$ cat src/rtl/step_ctrl.sv
// Step controller: debounced push-button or free-running divider bit -> one-cycle cpu_en pulses.
// cpu_en is registered one cycle after a run-bit edge or FIRE; no backpressure, step_cnt wraps.
module step_ctrl #(
  parameter int DB_BIT = 17,
  parameter int DB_CNT = 4
) (
  input  logic        clk,
  input  logic        rst,
  input  logic [31:0] clkdiv,
  input  logic        SW2,
  input  logic        run,
  input  logic        step_btn,
  output logic        cpu_en,
  output logic [15:0] step_cnt,
  output logic        btn_level,
  output logic [1:0]  state
);

  typedef enum logic [1:0] {
    IDLE   = 2'b00,
    ARMING = 2'b01,
    FIRE   = 2'b10,
    HELD   = 2'b11
  } db_state_t;

  localparam logic [3:0] DB_LIMIT = 4'(DB_CNT);

  logic      btn_m;
  logic      btn_s;
  logic      primed;
  logic      db_prev;
  logic      run2_prev;
  logic      run24_prev;
  logic      db_tick;
  logic      run_edge;
  db_state_t st;
  logic [3:0] agree;
  logic [3:0] agree_inc;
  logic      unused_clkdiv;

  assign unused_clkdiv = ^clkdiv;

  always_ff @(posedge clk or posedge rst) begin
    if (rst) begin
      btn_m <= 1'b0;
      btn_s <= 1'b0;
    end else begin
      btn_m <= step_btn;
      btn_s <= btn_m;
    end
  end

  // Both run bits keep their own history so a SW2 flip never looks like an edge.
  always_ff @(posedge clk or posedge rst) begin
    if (rst) begin
      primed     <= 1'b0;
      db_prev    <= 1'b0;
      run2_prev  <= 1'b0;
      run24_prev <= 1'b0;
    end else begin
      primed     <= 1'b1;
      db_prev    <= clkdiv[DB_BIT];
      run2_prev  <= clkdiv[2];
      run24_prev <= clkdiv[24];
    end
  end

  assign db_tick   = primed & clkdiv[DB_BIT] & ~db_prev;
  assign run_edge  = primed & (SW2 ? (clkdiv[24] & ~run24_prev)
                                   : (clkdiv[2]  & ~run2_prev));
  assign agree_inc = agree + 4'd1;

  always_ff @(posedge clk or posedge rst) begin
    if (rst) begin
      st        <= IDLE;
      agree     <= 4'd0;
      btn_level <= 1'b0;
    end else begin
      case (st)
        IDLE: begin
          agree <= 4'd0;
          if (db_tick && btn_s) begin
            st    <= ARMING;
            agree <= 4'd1;
          end
        end
        ARMING: begin
          if (db_tick) begin
            if (!btn_s) begin
              st    <= IDLE;
              agree <= 4'd0;
            end else if (agree_inc == DB_LIMIT) begin
              st        <= FIRE;
              agree     <= 4'd0;
              btn_level <= 1'b1;
            end else begin
              agree <= agree_inc;
            end
          end
        end
        FIRE: begin
          st    <= HELD;
          agree <= 4'd0;
        end
        HELD: begin
          if (db_tick) begin
            if (btn_s) begin
              agree <= 4'd0;
            end else if (agree_inc == DB_LIMIT) begin
              st        <= IDLE;
              agree     <= 4'd0;
              btn_level <= 1'b0;
            end else begin
              agree <= agree_inc;
            end
          end
        end
        default: begin
          st        <= IDLE;
          agree     <= 4'd0;
          btn_level <= 1'b0;
        end
      endcase
    end
  end

  assign state = st;

  always_ff @(posedge clk or posedge rst) begin
    if (rst) begin
      cpu_en   <= 1'b0;
      step_cnt <= 16'd0;
    end else begin
      cpu_en   <= run ? run_edge : (st == FIRE);
      step_cnt <= step_cnt + {15'd0, cpu_en};
    end
  end

endmodule

$ cat config.mk
export PLATFORM = sky130hd
export DESIGN_NAME = step_ctrl
export DESIGN_NICKNAME = d
export VERILOG_FILES = /design/src/rtl/step_ctrl.sv
export SDC_FILE = /design/constraint.sdc
export NUM_CORES = 1
export LEC_CHECK = 0
export BUFFER_PORTS_ARGS = -buffer_cell sky130_fd_sc_hd__buf_2
export CAP_MARGIN = 20
export CORE_ASPECT_RATIO = 0.5
export CORE_MARGIN = 2
export CORE_UTILIZATION = 50
export DETAILED_ROUTE_END_ITERATION = 6
export PLACE_DENSITY = 0.86
export SLEW_MARGIN = 5
export SYNTH_ARGS = -nofsm -noshare
export SYNTH_HDL_FRONTEND = slang
export SYNTH_SLANG_ARGS = --single-unit
$ cat constraint.sdc
create_clock -name clk -period 4 [get_ports clk]
set_clock_uncertainty 0.05 [all_clocks]
set_input_delay 0.8 -clock clk [delete_from_list [all_inputs] [get_ports clk]]
set_output_delay 0.8 -clock clk [all_outputs]
set_load 0.005 [all_outputs]
==> results.md <==
| Result | Value | Unit |
| --- | --- | --- |
| Number of different library cells in the post-synthesis netlist | 39 | - |
| GPL Wtd Cong | 0.8496 | - |
| Worst Hold Margin | 0.3187 | ns |
| Startpoint of the tightest hold check path | btn_m | - |
| Largest net degree at the start of global routing | 21 | - |
| Share of layout cells above drive strength 1 | 0.3200 | - |
| Number of setup buffers added after CTS | 0 | - |
| Synth Cell Area | 1376 | sq um |
| Setup repair after global routing missed its margin | false | - |
| Root Buffer | clkbuf_8 | - |
| DR WL/cell | 14.19 | um |
| Final hold vios | 0 | - |
| Most congested layer reported by global routing | met2 | - |
| Critical path startpoint category | flip-flop | - |
| Maximum operating frequency | 0.5424 | GHz |
| Number of CTS-inserted buffers | 5 | - |
| Floorplan die area | 3214 | sq um |
| Sinks on the clock net | 30 | - |
| Sequential cell area fraction in the yosys report | 0.5455 | - |
| I/O pin count | 57 | - |
| Tot Pwr | 0.6639 | mW |
| Maximum level of the CTS H-tree | 2 | - |
| Cell type with the largest total area after synthesis | dfrtp_1 | - |
| ANT cells | 0 | - |
| Most area-consuming cells after synthesis | dfrtp_1 (55%), xnor2_1 (6.4%), xor2_1 (3.8%) | - |
| Iteration-0 DRC count of the detailed router | 53 | - |
| Layout overhead on the synthesized area | 21.45 | % |
| Number of synthesized flops with an enable pin | 0 | - |
| Total Neg Setup Slack | 0 | ns |
| Cell with the most instances after synthesis | dfrtp_1 | - |
| Ys flop type | dfrtp_1 | - |
| Max Transition Viols Final | 0 | - |
| Data required time at the worst endpoint | 4.12 | ns |
| Worst skew pair latency | 0.28 | ns |
| Routed vias/inst | 5.219 | - |
| Hold crit path type | reg2reg | - |
| Portion of the clock cycle consumed by the worst path in the final layout | 0.4609 | - |
| Via count of the first global-routing pass | 899 | - |
| Fraction of power spent switching nets | 0.2477 | - |
| Cell chain of the critical path | ha_1, or2b_2, nor2b_2, o21ai_2, mux2_4 | - |
| Wire length of the first global-routing pass | 4133 | um |
| Minimum setup slack after placement | 2.072 | ns |
| Nets@finish | 190 | - |
| Global routing usage on met1 | 0.2044 | - |
| Fill cell total of the finished layout | 217 | - |
| Hold Buf Count CTS | 0 | - |
| Syn_area_per_cell | 11.97 | sq um |
| Outcome | complete, no violations | - |
| Number of antenna violations at the first check in global routing | 0 | - |
| Global router's overall resource usage | 0.1830 | - |
| Clock power frac | 0.370 | - |
| Sequential fraction of design power | 0.537 | - |
| Buffers plus inverters on the worst setup path | 0 | - |
| Met3 Track Usage GR | 0.07048 | - |
| Worst voltage drop across the vdd grid | 0.0002254 | V |
| Number of design rule violations left after detail routing | 0 | - |
| Synthesized netlist net count | 156 | - |
| Placed wire-length estimate | 1898 | um |
| Leakage power of the design | 0.8269 | nW |
| Launching point of the worst reg2reg path | agree[0] | - |
| Die outline width | 78.20 | um |
| Post-cts resize count | 0 | - |
| Final standard cell utilization of the core | 0.6423 | - |
| Starting utilization of the core area | 0.5288 | - |
| Number of placement rows | 13 | - |
| Count of input and output buffers | 27 | - |
| Power Dens Cells | 397.2 | nW/um^2 |
| First element of the critical path | agree[0] | - |
| Cell with the largest stage delay on the worst path | dfrtp_1 | - |
| Cell-internal power | 0.4995 | mW |
| Overall routed net length | 2654 | um |
| Gate count of the mapped netlist | 115 | - |
| Drt pass-1 iters | 4 | - |
| Remaining antenna violation count | 0 | - |
| Setup Crit Path Kind | reg2reg | - |
| Vertical die dimension | 41.10 | um |
| CTS max path bufs | 2 | - |
| FF+latch count, synth | 30 | - |
| Arrival time at the worst endpoint | 1.96 | ns |
| Final setup violation count | 0 | - |
| Fraction of registers with async set or reset after synthesis | 1.000 | - |
| Most common library cells after synthesis | dfrtp_1 (30), xnor2_1 (10), nand3_1 (8) | - |
| Cell family contributing the most delay on the critical path | flip-flops | - |
| Final worst slack | 2.156 | ns |
| Worst Setup End Kind | flip-flop | - |
| Crit-path max FO | 8 | - |
| Net switching power of the design | 0.1645 | mW |
| Worst path max stage delay | 0.52 | ns |
| Area inside the core boundary | 2603 | sq um |
| Clock Pin Slew Worst Setup and Hold Paths | 0.06 | ns |
| Warning count from the yosys run | 0 | - |
| Met2 global-route usage | 0.3276 | - |
| Maximum capacitance violations | 0 | - |
| Power share of the combinational group | 0.094 | - |
| Routed vias | 976 | - |
| Minimum clock period | 1.844 | ns |
| CTS tree | done | - |
| Synth top area share | 0.5455 | - |
| Gr ovfl total | 0 | - |
stage by stage:
step                      cells  area (sq um)
final                       187          1672
after CTS                   187          1672
after global placement      178          1553
after detailed placement    179          1580
after floorplan             115          1376
after global routing        187          1672
routing by layer:
metal | share of wire | vias up | wire (um)
li1 | - | 473 | -
met1 | 0.44 | 475 | 1159
met2 | 0.49 | 20 | 1312
met3 | 0.049 | 8 | 131
met4 | 0.019 | 0 | 51
met5 | 0 | - | 0
cell usage in the layout, fill, tap and decap left out, types with 2 or more instances in the layout:
cell	synthesis	routed
nor2b_1	2	2
nand3b_1	2	2
nand2_1	7	7
dfrtp_1	30	30
inv_1	5	5
xnor2_1	10	10
ha_1	4	4
nor3_1	4	4
nor2_1	5	5
nand3_1	8	8
xor2_1	6	6
nand4_1	4	4
clkbuf_8	0	6
buf_2	1	27
mux2_4	2	2
worst register-to-register path: cells and delay by family (launching register included):
kind	cells	cell delay [ns]
simple gates	2	0.50
flops	1	0.52
compound gates	1	0.07
fa+ha+maj	1	0.31
mux	1	0.29
flip-flops by register name, summed over array words and instances (netlist names), named ones only:
name        count
cpu_en          1
db_prev         1
btn_level       1
run2_prev       1
state           1
btn_m           1
btn_s           1
agree           4
primed          1
step_cnt       16
run24_prev      1
final timing paths:
check                           slack (ns)  cells past startpoint           end
worst max-delay path                  2.16                      5     btn_level
worst min-delay path                  0.32                      0         btn_s
worst max register to register        2.16                      5     btn_level
worst min register to register        0.32                      0         btn_s
max in group asynchronous             2.95                      3      agree[1]
min in group asynchronous             0.48                      2  step_cnt[11]
power by group through the flow:
stage               Sequential, mW  Clock (mW)  Combinational (mW)
floorplan                    0.360           0              0.0259
CTS                          0.356       0.252              0.0641
global route                 0.360       0.264              0.0721
finish                       0.356       0.245              0.0621
detailed placement           0.361           0              0.0637
global placement             0.359           0              0.0569
final cells by class:
| cell class | count | area (sq um) | area share |
|---|---|---|---|
| flip-flops and latches | 30 | 750.7 | 0.4491 |
| multi-input cells | 79 | 601.8 | 0.3600 |
| repair buffers | 28 | 162.7 | 0.09731 |
| clock buffers | 7 | 86.33 | 0.05165 |
| well taps | 37 | 46.29 | 0.02769 |
| inverters | 5 | 18.77 | 0.01123 |
| clock inverters | 1 | 5.005 | 0.002994 |
cell families (layout without fill, tap and decap cells):
family,after synthesis,in the layout,share of synthesized area
AO/OA/AOI/OAI,12,12,0.08274
XOR/XNOR,16,16,0.1018
adder cells (fa/ha/maj),4,4,0.03637
buffers and inverters,6,41,0.01727
flip-flops,30,30,0.5455
multiplexers,2,2,0.02182
other,1,1,0.002725
AND/OR/NAND/NOR,44,44,0.1918
(Power assumes the default switching activity.)
